File: src/rtl/snn_pkg.sv
// Shared constants, state encoding and pool-tag payload for the SNN sequencing controller.
package snn_pkg;

  localparam int unsigned IMG_DIM   = 6;
  localparam int unsigned CONV_DIM  = 4;
  localparam int unsigned N_BEATS   = 72;
  localparam int unsigned KER_BEATS = 9;
  localparam int unsigned W_BEATS   = 4;
  localparam int unsigned IMG_PIX   = IMG_DIM * IMG_DIM;

  localparam int unsigned CNT_W   = 7;
  localparam int unsigned PIX_W   = 6;
  localparam int unsigned COORD_W = 3;
  localparam int unsigned POS_W   = 4;
  localparam int unsigned KIDX_W  = 4;
  localparam int unsigned WIDX_W  = 2;
  localparam int unsigned QUAD_W  = 2;
  localparam int unsigned DIST_W  = 10;

  // Conv positions whose result completes a 2x2 pooling quadrant
  localparam logic [POS_W-1:0] POOL_POS_Q0 = 4'd5;
  localparam logic [POS_W-1:0] POOL_POS_Q1 = 4'd7;
  localparam logic [POS_W-1:0] POOL_POS_Q2 = 4'd13;
  localparam logic [POS_W-1:0] POOL_POS_Q3 = 4'd15;

  typedef enum logic [1:0] {IDLE, LOAD, DRAIN, OUT} state_t;

  typedef struct packed {
    logic              go;
    logic [QUAD_W-1:0] quad;
    logic              img;
  } pool_tag_t;

  // Returns {hit, quad} for a conv position
  function automatic logic [QUAD_W:0] pool_lookup(input logic [POS_W-1:0] pos);
    case (pos)
      POOL_POS_Q0: return 3'b100;
      POOL_POS_Q1: return 3'b101;
      POOL_POS_Q2: return 3'b110;
      POOL_POS_Q3: return 3'b111;
      default:     return 3'b000;
    endcase
  endfunction

endpackage

File: src/rtl/snn_delay_line.sv
// Fixed-depth shift register with synchronous clear, used to align strobes to datapath latency.
module snn_delay_line #(
  parameter int unsigned DEPTH = 2,
  parameter int unsigned WIDTH = 4
) (
  input  logic             clk,
  input  logic             i_clr,
  input  logic [WIDTH-1:0] i_d,
  output logic [WIDTH-1:0] o_q
);

  logic [WIDTH-1:0] r_pipe [DEPTH];

  always_ff @(posedge clk) begin
    if (i_clr) begin
      for (int i = 0; i < DEPTH; i++) r_pipe[i] <= '0;
    end else begin
      r_pipe[0] <= i_d;
      for (int i = 1; i < DEPTH; i++) r_pipe[i] <= r_pipe[i-1];
    end
  end

  assign o_q = r_pipe[DEPTH-1];

endmodule

File: src/rtl/snn_ctrl.sv
// Beat counter and FSM that sequences storage writes and conv/pool/FC/distance strobes
// for one 72-beat frame, then presents the final distance for a single cycle.
module snn_ctrl
  import snn_pkg::*;
#(
  parameter int unsigned CONV_LAT = 2,
  parameter int unsigned TAIL_LAT = 3
) (
  input  logic               clk,
  input  logic               rst,
  input  logic               in_valid,
  input  logic [DIST_W-1:0]  dist_in,
  output logic               img_we,
  output logic               img_sel,
  output logic [COORD_W-1:0] img_row,
  output logic [COORD_W-1:0] img_col,
  output logic               ker_we,
  output logic [KIDX_W-1:0]  ker_idx,
  output logic               w_we,
  output logic [WIDX_W-1:0]  w_idx,
  output logic               conv_go,
  output logic [POS_W-1:0]   conv_pos,
  output logic               conv_img,
  output logic               pool_go,
  output logic [QUAD_W-1:0]  pool_quad,
  output logic               pool_img,
  output logic               fc_go,
  output logic               dist_go,
  output logic               out_valid,
  output logic [DIST_W-1:0]  out_data
);

  localparam int unsigned DRAIN_CYC = CONV_LAT + TAIL_LAT;
  localparam int unsigned DRN_W     = $clog2(DRAIN_CYC + 1);

  state_t              r_state, w_state_nxt;
  logic [CNT_W-1:0]    r_cnt;
  logic [DRN_W-1:0]    r_drain;
  logic                r_conv_go, r_conv_img, r_dist_go, r_out_valid;
  logic [POS_W-1:0]    r_conv_pos;
  logic [DIST_W-1:0]   r_out_data;

  logic                w_accept, w_beat, w_last, w_sel, w_win;
  logic [PIX_W-1:0]    w_pix;
  logic [COORD_W-1:0]  w_row, w_col;
  logic [POS_W-1:0]    w_pos;
  logic [QUAD_W:0]     w_lookup;
  pool_tag_t           w_tag_in, w_tag_out;

  assign w_accept = (r_state == IDLE) || (r_state == LOAD);
  assign w_beat   = in_valid && w_accept && !rst;
  assign w_last   = (r_cnt == CNT_W'(N_BEATS - 1));

  // Beat count -> image select, pixel coordinate and conv window position
  always_comb begin
    w_sel = (r_cnt >= CNT_W'(IMG_PIX));
    w_pix = w_sel ? PIX_W'(r_cnt - CNT_W'(IMG_PIX)) : PIX_W'(r_cnt);
    w_row = COORD_W'(w_pix / PIX_W'(IMG_DIM));
    w_col = COORD_W'(w_pix % PIX_W'(IMG_DIM));
    w_win = (w_row >= COORD_W'(2)) && (w_col >= COORD_W'(2));
    w_pos = POS_W'((32'(w_row) - 32'd2) * CONV_DIM + (32'(w_col) - 32'd2));
  end

  assign img_we  = w_beat;
  assign img_sel = w_beat && w_sel;
  assign img_row = w_beat ? w_row : '0;
  assign img_col = w_beat ? w_col : '0;
  assign ker_we  = w_beat && (r_cnt < CNT_W'(KER_BEATS));
  assign ker_idx = ker_we ? KIDX_W'(r_cnt) : '0;
  assign w_we    = w_beat && (r_cnt < CNT_W'(W_BEATS));
  assign w_idx   = w_we ? WIDX_W'(r_cnt) : '0;

  always_comb begin
    w_state_nxt = r_state;
    case (r_state)
      IDLE:    if (w_beat) w_state_nxt = LOAD;
      LOAD:    if (w_beat && w_last) w_state_nxt = DRAIN;
      DRAIN:   if (r_drain == DRN_W'(DRAIN_CYC - 1)) w_state_nxt = OUT;
      OUT:     w_state_nxt = IDLE;
      default: w_state_nxt = IDLE;
    endcase
  end

  always_ff @(posedge clk) begin
    if (rst) begin
      r_state     <= IDLE;
      r_cnt       <= '0;
      r_drain     <= '0;
      r_conv_go   <= 1'b0;
      r_conv_pos  <= '0;
      r_conv_img  <= 1'b0;
      r_dist_go   <= 1'b0;
      r_out_valid <= 1'b0;
      r_out_data  <= '0;
    end else begin
      r_state <= w_state_nxt;
      if (w_beat) r_cnt <= w_last ? '0 : r_cnt + CNT_W'(1);
      r_drain     <= (r_state == DRAIN) ? r_drain + DRN_W'(1) : '0;
      r_conv_go   <= w_beat && w_win;
      r_conv_pos  <= (w_beat && w_win) ? w_pos : '0;
      r_conv_img  <= w_beat && w_win && w_sel;
      r_dist_go   <= fc_go && pool_img;
      r_out_valid <= (w_state_nxt == OUT);
      r_out_data  <= (w_state_nxt == OUT) ? dist_in : '0;
    end
  end

  // Quadrant-completing conv results travel down the conv latency to become pool strobes
  always_comb begin
    w_lookup      = pool_lookup(r_conv_pos);
    w_tag_in.go   = r_conv_go && w_lookup[QUAD_W];
    w_tag_in.quad = w_lookup[QUAD_W-1:0];
    w_tag_in.img  = r_conv_img;
  end

  snn_delay_line #(
    .DEPTH(CONV_LAT),
    .WIDTH($bits(pool_tag_t))
  ) u_pool_dly (
    .clk  (clk),
    .i_clr(rst),
    .i_d  (w_tag_in),
    .o_q  (w_tag_out)
  );

  assign conv_go   = r_conv_go;
  assign conv_pos  = r_conv_pos;
  assign conv_img  = r_conv_img;
  assign pool_go   = w_tag_out.go;
  assign pool_quad = w_tag_out.quad;
  assign pool_img  = w_tag_out.img;
  assign fc_go     = pool_go && (pool_quad == QUAD_W'(3));
  assign dist_go   = r_dist_go;
  assign out_valid = r_out_valid;
  assign out_data  = r_out_data;

endmodule

File: config.mk
export PLATFORM = sky130hd
export DESIGN_NAME = snn_ctrl
export DESIGN_NICKNAME = d
export VERILOG_FILES = /design/src/rtl/snn_pkg.sv /design/src/rtl/snn_delay_line.sv /design/src/rtl/snn_ctrl.sv
export SDC_FILE = /design/constraint.sdc
export NUM_CORES = 1
export LEC_CHECK = 0
export ABC_AREA = 0
export BUFFER_PORTS_ARGS = -buffer_cell sky130_fd_sc_hd__buf_4
export CAP_MARGIN = 20
export CORE_ASPECT_RATIO = 1.1
export CORE_MARGIN = 4
export CORE_UTILIZATION = 57
export CTS_BUF_LIST = sky130_fd_sc_hd__clkbuf_4 sky130_fd_sc_hd__clkbuf_8 sky130_fd_sc_hd__clkbuf_16
export DETAILED_ROUTE_END_ITERATION = 10
export GPL_TIMING_DRIVEN = 0
export PLACE_DENSITY = 0.85
export SYNTH_ARGS = -nofsm -noshare
export SYNTH_HDL_FRONTEND = slang
export SYNTH_SLANG_ARGS = --single-unit
export TNS_END_PERCENT = 10
File: constraint.sdc
create_clock -name clk -period 8.31 [get_ports clk]
set_clock_uncertainty 0.05 [all_clocks]
set_input_delay 1.662 -clock clk [delete_from_list [all_inputs] [get_ports clk]]
set_output_delay 1.662 -clock clk [all_outputs]
set_load 0.01 [all_outputs]
==> results of run 1 <==
-- area by class of cell --
type	instances	area, um2	share of cell area, %
plain buffers	15	78.8	3.07
clock buffers	6	51.3	2.00
clock inverters	2	12.5	0.488
inverters	11	41.3	1.61
multi-input cells	180	1180	45.9
flip-flops and latches	38	761	29.6
well taps	48	60.1	2.34
repair buffers	51	383	14.9
-- cells in the mapped netlist, drive strengths merged --
cell type / count
a2111oi: 1
a211o: 3
a211oi: 3
a21o: 1
a21oi: 14
a221o: 1
a221oi: 2
a22oi: 2
a311oi: 1
a31oi: 6
and2: 14
and3: 4
and3b: 3
buf: 7
clkbuf: 8
clkinv: 1
dfxtp: 38
ha: 8
inv: 10
mux2i: 2
nand2: 13
nand2b: 2
nand3: 8
nand3b: 1
nor2: 28
nor2b: 6
nor3: 19
nor4: 1
o2111ai: 1
o211ai: 2
o21ai: 11
o22ai: 2
o2bb2ai: 1
o31a: 1
o31ai: 2
or2: 4
or3: 3
or3b: 1
or4: 1
or4b: 1
xnor2: 5
xor2: 2
-- through the flow --
step	setup WS, ns	area, um2
floorplan	3.59	2060
detailed placement	3.30	2500
CTS	3.30	2570
global route	3.05	2570
finish	3.30	2570
global placement	3.34	2500
-- where the power goes --
group,switching [mW],total [mW],leakage [nW],internal [mW]
Combinational,0.0101,0.0190,0.766,0.00882
Sequential,0.00115,0.184,0.306,0.183
Clock,0.0586,0.0993,0.0343,0.0407
Total,0.0699,0.302,1.11,0.232
-- path summary, 6_finish.rpt --
check | from | to | depth (start not counted)
max | r_cnt[3]$_SDFFE_PP0P_ | img_col[1] | 11
min | u_pool_dly.r_pipe[0][0]$_SDFF_PP0_ | u_pool_dly.r_pipe[0][4]$_SDFF_PP0_ | 1
max reg2reg | r_cnt[3]$_SDFFE_PP0P_ | conv_pos[1]$_SDFF_PP0_ | 10
min reg2reg | u_pool_dly.r_pipe[0][0]$_SDFF_PP0_ | u_pool_dly.r_pipe[0][4]$_SDFF_PP0_ | 1
-- state kept, by name, summed over array words and instances, names as in the netlist --
register / flops
conv_go: 1
conv_img: 1
conv_pos: 4
dist_go: 1
out_data: 10
out_valid: 1
r_cnt: 7
r_drain: 3
r_state: 2
u_pool_dly.r_pipe: 8
-- cell families (layout without fill, tap and decap cells) --
logic type                 Yosys count  in the layout  synth area share, %
and+or+nand+nor                    109            109                 28.7
AOI/OAI and AO/OA                   54             54                 19.5
DFF                                 38             38                 36.9
buffers and inverters               26             85                 5.83
muxes                                2              2                 1.15
adders and majority gates            8              8                 4.86
xor gates and xnor gates             7              7                 2.98
-- worst reg2reg max path, cell delays in order, from the launching register on --
cell and delay, ns:
dfxtp_1 0.39, clkbuf_1 0.37, inv_1 0.16, ha_1 0.25
a211oi_2 0.38, a221o_1 0.37, nand3_2 0.19, o22ai_2 0.17
nor2_1 0.06, o21ai_2 0.27, and3b_1 0.21
-- layer usage --
layer | vias up | part of all wire, % | global-route usage (%)
met5 | - | 0 | 0
met4 | 0 | 1.3 | 7.14
met3 | 7 | 7.4 | 3.33
met2 | 85 | 51 | 39.7
met1 | 909 | 40 | 28.2
li1 | 965 | - | -
==> qor.txt, run 1 <==
Worst Path Class, Setup: reg2out
Mapped Area: 2060 um2
Syn_nets: 265
R2R setup slack: 5.34 ns
Placed cell count: 343
Post-DRT Antenna Nets: 0
Layout Cells excl Fill: 351
Period utilization: 60.3%
YS warnings: 0
Crit Path Max Fanout: 10
Unique masters post-synth: 57
Max Cap Viol: 0
Overflow after GRT: 0
Number of port buffers: 51
Cell accounting for the most synthesized area: dfxtp_1
Vias: 1966
Worst VDD drop: 50.9 uV
Tot GR Track Use: 22.6%
Worst-skew pair later-pin latency: 0.33 ns
Num CTS Buffers: 5
Mean Syn Cell Area: 8.44 um2
Startpoint Class: flop
P per Cell Area: 118 nW/um2
# hold bufs at CTS: 0
Share of layout cells above drive strength 1: 27.4%
Total power: 0.302 mW
Final Hold Viols: 0
Worst Setup End Kind: primary output
Final HPWL DP: 3850 um
Average wire per standard cell: 14.4 um
Clock slew at reported path FFs: 0.11 ns
Fin util: 75.2%
Core Region: 3410 um2
Clock H-tree levels: 2
Routability Congestion: 0.933
Maximum number of pins on one net before global-route repair: 13
Critical path cell sequence: clkbuf_1 > inv_1 > ha_1 > a211oi_2 > a221o_1 > nand3_2 > a221oi_1 > a31oi_1 > o2bb2ai_1 > a21oi_1 > buf_4
Vias in the first global route: 1869
# DRC: 0
Slew Viols, Final: 0
Slew @ Worst Pin: 0.663 ns
Status: finished clean
Leakage: 1.11 nW
Area grow syn2layout: 24.6%
#FFs+latches synth: 38
Clock sinks: 38
Initial antenna violation count: 0
HP Class: reg2reg
FMAX: 200 MHz
Seq/Total Area, Yosys: 36.9%
Initial Utilization: 60.3%
Nets: 323
Filler cells: 285
CP bufs+invs: 3
Final min period: 5.01 ns
Slew Limit Headroom: 55.6%
Most common cell after layout, fill and taps aside: buf_4
Detail-routed via count per cell: 5.60
WP data arrival: 3.30 ns
CP max-delay cell: dfxtp_1
Die Y: 71.0 um
Initial drt markers: 115
CP delay by family, top: compound AO/OA/AOI/OAI gates
Synth top area cells: dfxtp_1 (37%), nor2_1 (4.9%), ha_1 (4.9%), nor3_1 (4.1%), and2_1 (3.9%)
Root buffer cell: clkbuf_4
Die width: 65.3 um
Resized cells post-CTS: 0
RSZ-0062 raised after global routing: false
Row cnt: 22
Final setup fails: 0
DRT Wirelength: 5060 um
Die footprint: 4640 um2
Hold WS: 0.403 ns
Setup_tns: 0 ns
Most frequent cells in the layout: buf_4 (54), dfxtp_1 (38), nor2_1 (27)
Total iterations of the first detailed-routing run: 5
Peak per-stage delay on the critical path: 0.39 ns
First-pass GRT wire length: 8490 um
Postcts setup bufs: 0
CTS tree: done
Io pins: 52
Maximum root-to-sink buffer count: 2
WP data required: 6.60 ns
Antenna cell count: 0
Yosys top cell area share: 36.9%
Post-Syn Instances: 244
Note: power is estimated with default switching activity, not from simulation.
==> run 2, diff against run 1 <==
--- a/config.mk
+++ b/config.mk
@@ -10,11 +10,11 @@
 export CAP_MARGIN = 20
 export CORE_ASPECT_RATIO = 1.1
 export CORE_MARGIN = 4
-export CORE_UTILIZATION = 57
+export CORE_UTILIZATION = 53
 export CTS_BUF_LIST = sky130_fd_sc_hd__clkbuf_4 sky130_fd_sc_hd__clkbuf_8 sky130_fd_sc_hd__clkbuf_16
 export DETAILED_ROUTE_END_ITERATION = 10
 export GPL_TIMING_DRIVEN = 0
-export PLACE_DENSITY = 0.85
+export PLACE_DENSITY = 0.8
 export SYNTH_ARGS = -nofsm -noshare
 export SYNTH_HDL_FRONTEND = slang
 export SYNTH_SLANG_ARGS = --single-unit
==> constraint.sdc (replaced) <==
create_clock -name clk -period 4.87 [get_ports clk]
set_clock_uncertainty 0.05 [all_clocks]
set_input_delay 0.974 -clock clk [delete_from_list [all_inputs] [get_ports clk]]
set_output_delay 0.974 -clock clk [all_outputs]
set_load 0.01 [all_outputs]
==> run 2 against run 1 <==
Effect of this change: sequential share of layout area down 0.24 points; combinational power up 69%; setup slack worse by 2.7 ns; clock power up 100%; critical path depth unchanged; utilization down 4.9 points; critical path type unchanged; non-clock buffer count unchanged.
==> qor.txt, run 2 (synthesis gave the netlist of run 1 again) <==
Row cnt: 23 (was 22)
Detail-routed via count per cell: 5.60 (unchanged)
Worst Setup End Kind: primary output (unchanged)
HP Class: reg2reg (unchanged)
Initial Utilization: 55.9% (was 60.3%)
Tot GR Track Use: 21.4% (was 22.6%)
Share of layout cells above drive strength 1: 26.9% (was 27.4%)
Worst-skew pair later-pin latency: 0.28 ns (was 0.33 ns)
Routability Congestion: 0.916 (was 0.933)
Startpoint Class: flop (unchanged)
Final min period: 4.28 ns
Setup_tns: 0 ns (unchanged)
Initial drt markers: 96 (was 115)
Crit Path Max Fanout: 10 (unchanged)
# DRC: 0 (unchanged)
Post-DRT Antenna Nets: 0 (unchanged)
CP bufs+invs: 4 (was 3)
Final Hold Viols: 0 (unchanged)
Final HPWL DP: 3670 um (was 3850 um)
Most frequent cells in the layout: buf_4 (54), dfxtp_1 (38), nor2_1 (27) (unchanged)
Most common cell after layout, fill and taps aside: buf_4 (unchanged)
Postcts setup bufs: 0 (unchanged)
Period utilization: 88.0%
Maximum root-to-sink buffer count: 2 (unchanged)
DRT Wirelength: 4830 um (was 5060 um)
# hold bufs at CTS: 0 (unchanged)
Maximum number of pins on one net before global-route repair: 11 (was 13)
Max Cap Viol: 0 (unchanged)
Slew Limit Headroom: 56.2% (was 55.6%)
Clock H-tree levels: 2 (unchanged)
RSZ-0062 raised after global routing: false (unchanged)
Clock sinks: 38 (unchanged)
Hold WS: 0.389 ns (was 0.403 ns)
Slew @ Worst Pin: 0.653 ns (was 0.663 ns)
Io pins: 52 (unchanged)
Core Region: 3680 um2 (was 3410 um2)
Clock slew at reported path FFs: 0.07 ns (was 0.11 ns)
Die Y: 73.4 um (was 71.0 um)
Overflow after GRT: 0 (unchanged)
Status: finished clean (unchanged)
Total iterations of the first detailed-routing run: 5 (unchanged)
Peak per-stage delay on the critical path: 0.38 ns (was 0.39 ns)
Vias: 1966 (unchanged)
Number of port buffers: 51 (unchanged)
First-pass GRT wire length: 8170 um (was 8490 um)
Filler cells: 323 (was 285)
P per Cell Area: 211 nW/um2 (was 118 nW/um2)
Resized cells post-CTS: 0 (unchanged)
WP data required: 3.85 ns (was 6.60 ns)
Worst Path Class, Setup: reg2out (unchanged)
Num CTS Buffers: 5 (unchanged)
Die footprint: 4950 um2 (was 4640 um2)
Area grow syn2layout: 25.6% (was 24.6%)
CP max-delay cell: clkbuf_1 (was dfxtp_1)
Die width: 67.4 um (was 65.3 um)
Slew Viols, Final: 0 (unchanged)
Nets: 323 (unchanged)
Final setup fails: 0 (unchanged)
Leakage: 1.12 nW (was 1.11 nW)
Root buffer cell: clkbuf_8 (was clkbuf_4)
CTS tree: done (unchanged)
Average wire per standard cell: 13.8 um (was 14.4 um)
WP data arrival: 3.26 ns (was 3.30 ns)
Antenna cell count: 0 (unchanged)
Worst VDD drop: 97.2 uV (was 50.9 uV)
Initial antenna violation count: 0 (unchanged)
FMAX: 233 MHz
CP delay by family, top: compound AO/OA/AOI/OAI gates (unchanged)
Critical path cell sequence: clkbuf_1 > inv_1 > ha_1 > a211o_1 > nor2_4 > and3b_1 > buf_2 > o21ai_1 > mux2i_1 > a2111oi_2 > buf_4 (was clkbuf_1 > inv_1 > ha_1 > a211oi_2 > a221o_1 > nand3_2 > a221oi_1 > a31oi_1 > o2bb2ai_1 > a21oi_1 > buf_4)
Vias in the first global route: 1819 (was 1869)
Max FFs per register: 10 (unchanged)
run 2: cell types whose count changed in the layout (fill, tap and decap cells not counted), sizes merged:
cell,before,now
clkinv,2,1
clkinvlp,1,0
run 2: final cells by class:
type / count / area, um2 / share of cell area [%]
multi-input combinational: 180 / 1180 / 45.6
sequential: 38 / 761 / 29.4
timing repair buffer: 51 / 383 / 14.8
clock buffer: 6 / 82.6 / 3.19
buffer: 15 / 78.8 / 3.05
tap: 50 / 62.6 / 2.42
inverter: 11 / 41.3 / 1.60
run 2: worst reg2reg max path: stages (launching register included):
cell and delay (ns):
dfxtp_1 0.37, clkbuf_1 0.38, inv_1 0.16, ha_1 0.25, a211oi_2 0.40, a221o_1 0.35
nand3_2 0.18, o22ai_2 0.17, nor2_1 0.06, o21ai_2 0.27, and3b_1 0.21
run 2: power breakdown:
| group | total (mW) | internal (mW) | switching (mW) |
|---|---|---|---|
| Combinational | 0.0321 | 0.0149 | 0.0171 |
| Sequential | 0.314 | 0.312 | 0.00174 |
| Clock | 0.200 | 0.109 | 0.0912 |
run 2: metal layers:
layer / GRT usage, % / up-vias / routed length [um]
met1: 26.0 / 896 / 1950
li1: - / 973 / -
met4: 9.01 / 0 / 93
met2: 36.5 / 87 / 2380
met3: 4.13 / 10 / 409
met5: 0 / - / 0
run 2: through the flow:
step	setup slack (ns)	total power, mW	instances	instance area [um2]	utilization [%]
after floorplan	1.34	0.337	244	2060	-
after global placement	0.959	0.352	345	2500	68.0
after detailed placement	0.958	0.353	345	2500	68.0
after CTS	0.642	0.553	351	2590	70.2
after global routing	0.359	0.573	351	2590	70.2
final	0.587	0.546	351	2590	70.2
run 2: worst paths after layout:
path                    startpoint  slack (ns)                     end  cells after the start
max          r_cnt[3]$_SDFFE_PP0P_        0.59              img_row[0]                     11
min          r_drain[0]$_SDFF_PP0_        0.39   r_drain[0]$_SDFF_PP0_                      1
max reg2reg  r_cnt[3]$_SDFFE_PP0P_        1.90  conv_pos[1]$_SDFF_PP0_                     10
min reg2reg  r_drain[0]$_SDFF_PP0_        0.39   r_drain[0]$_SDFF_PP0_                      1
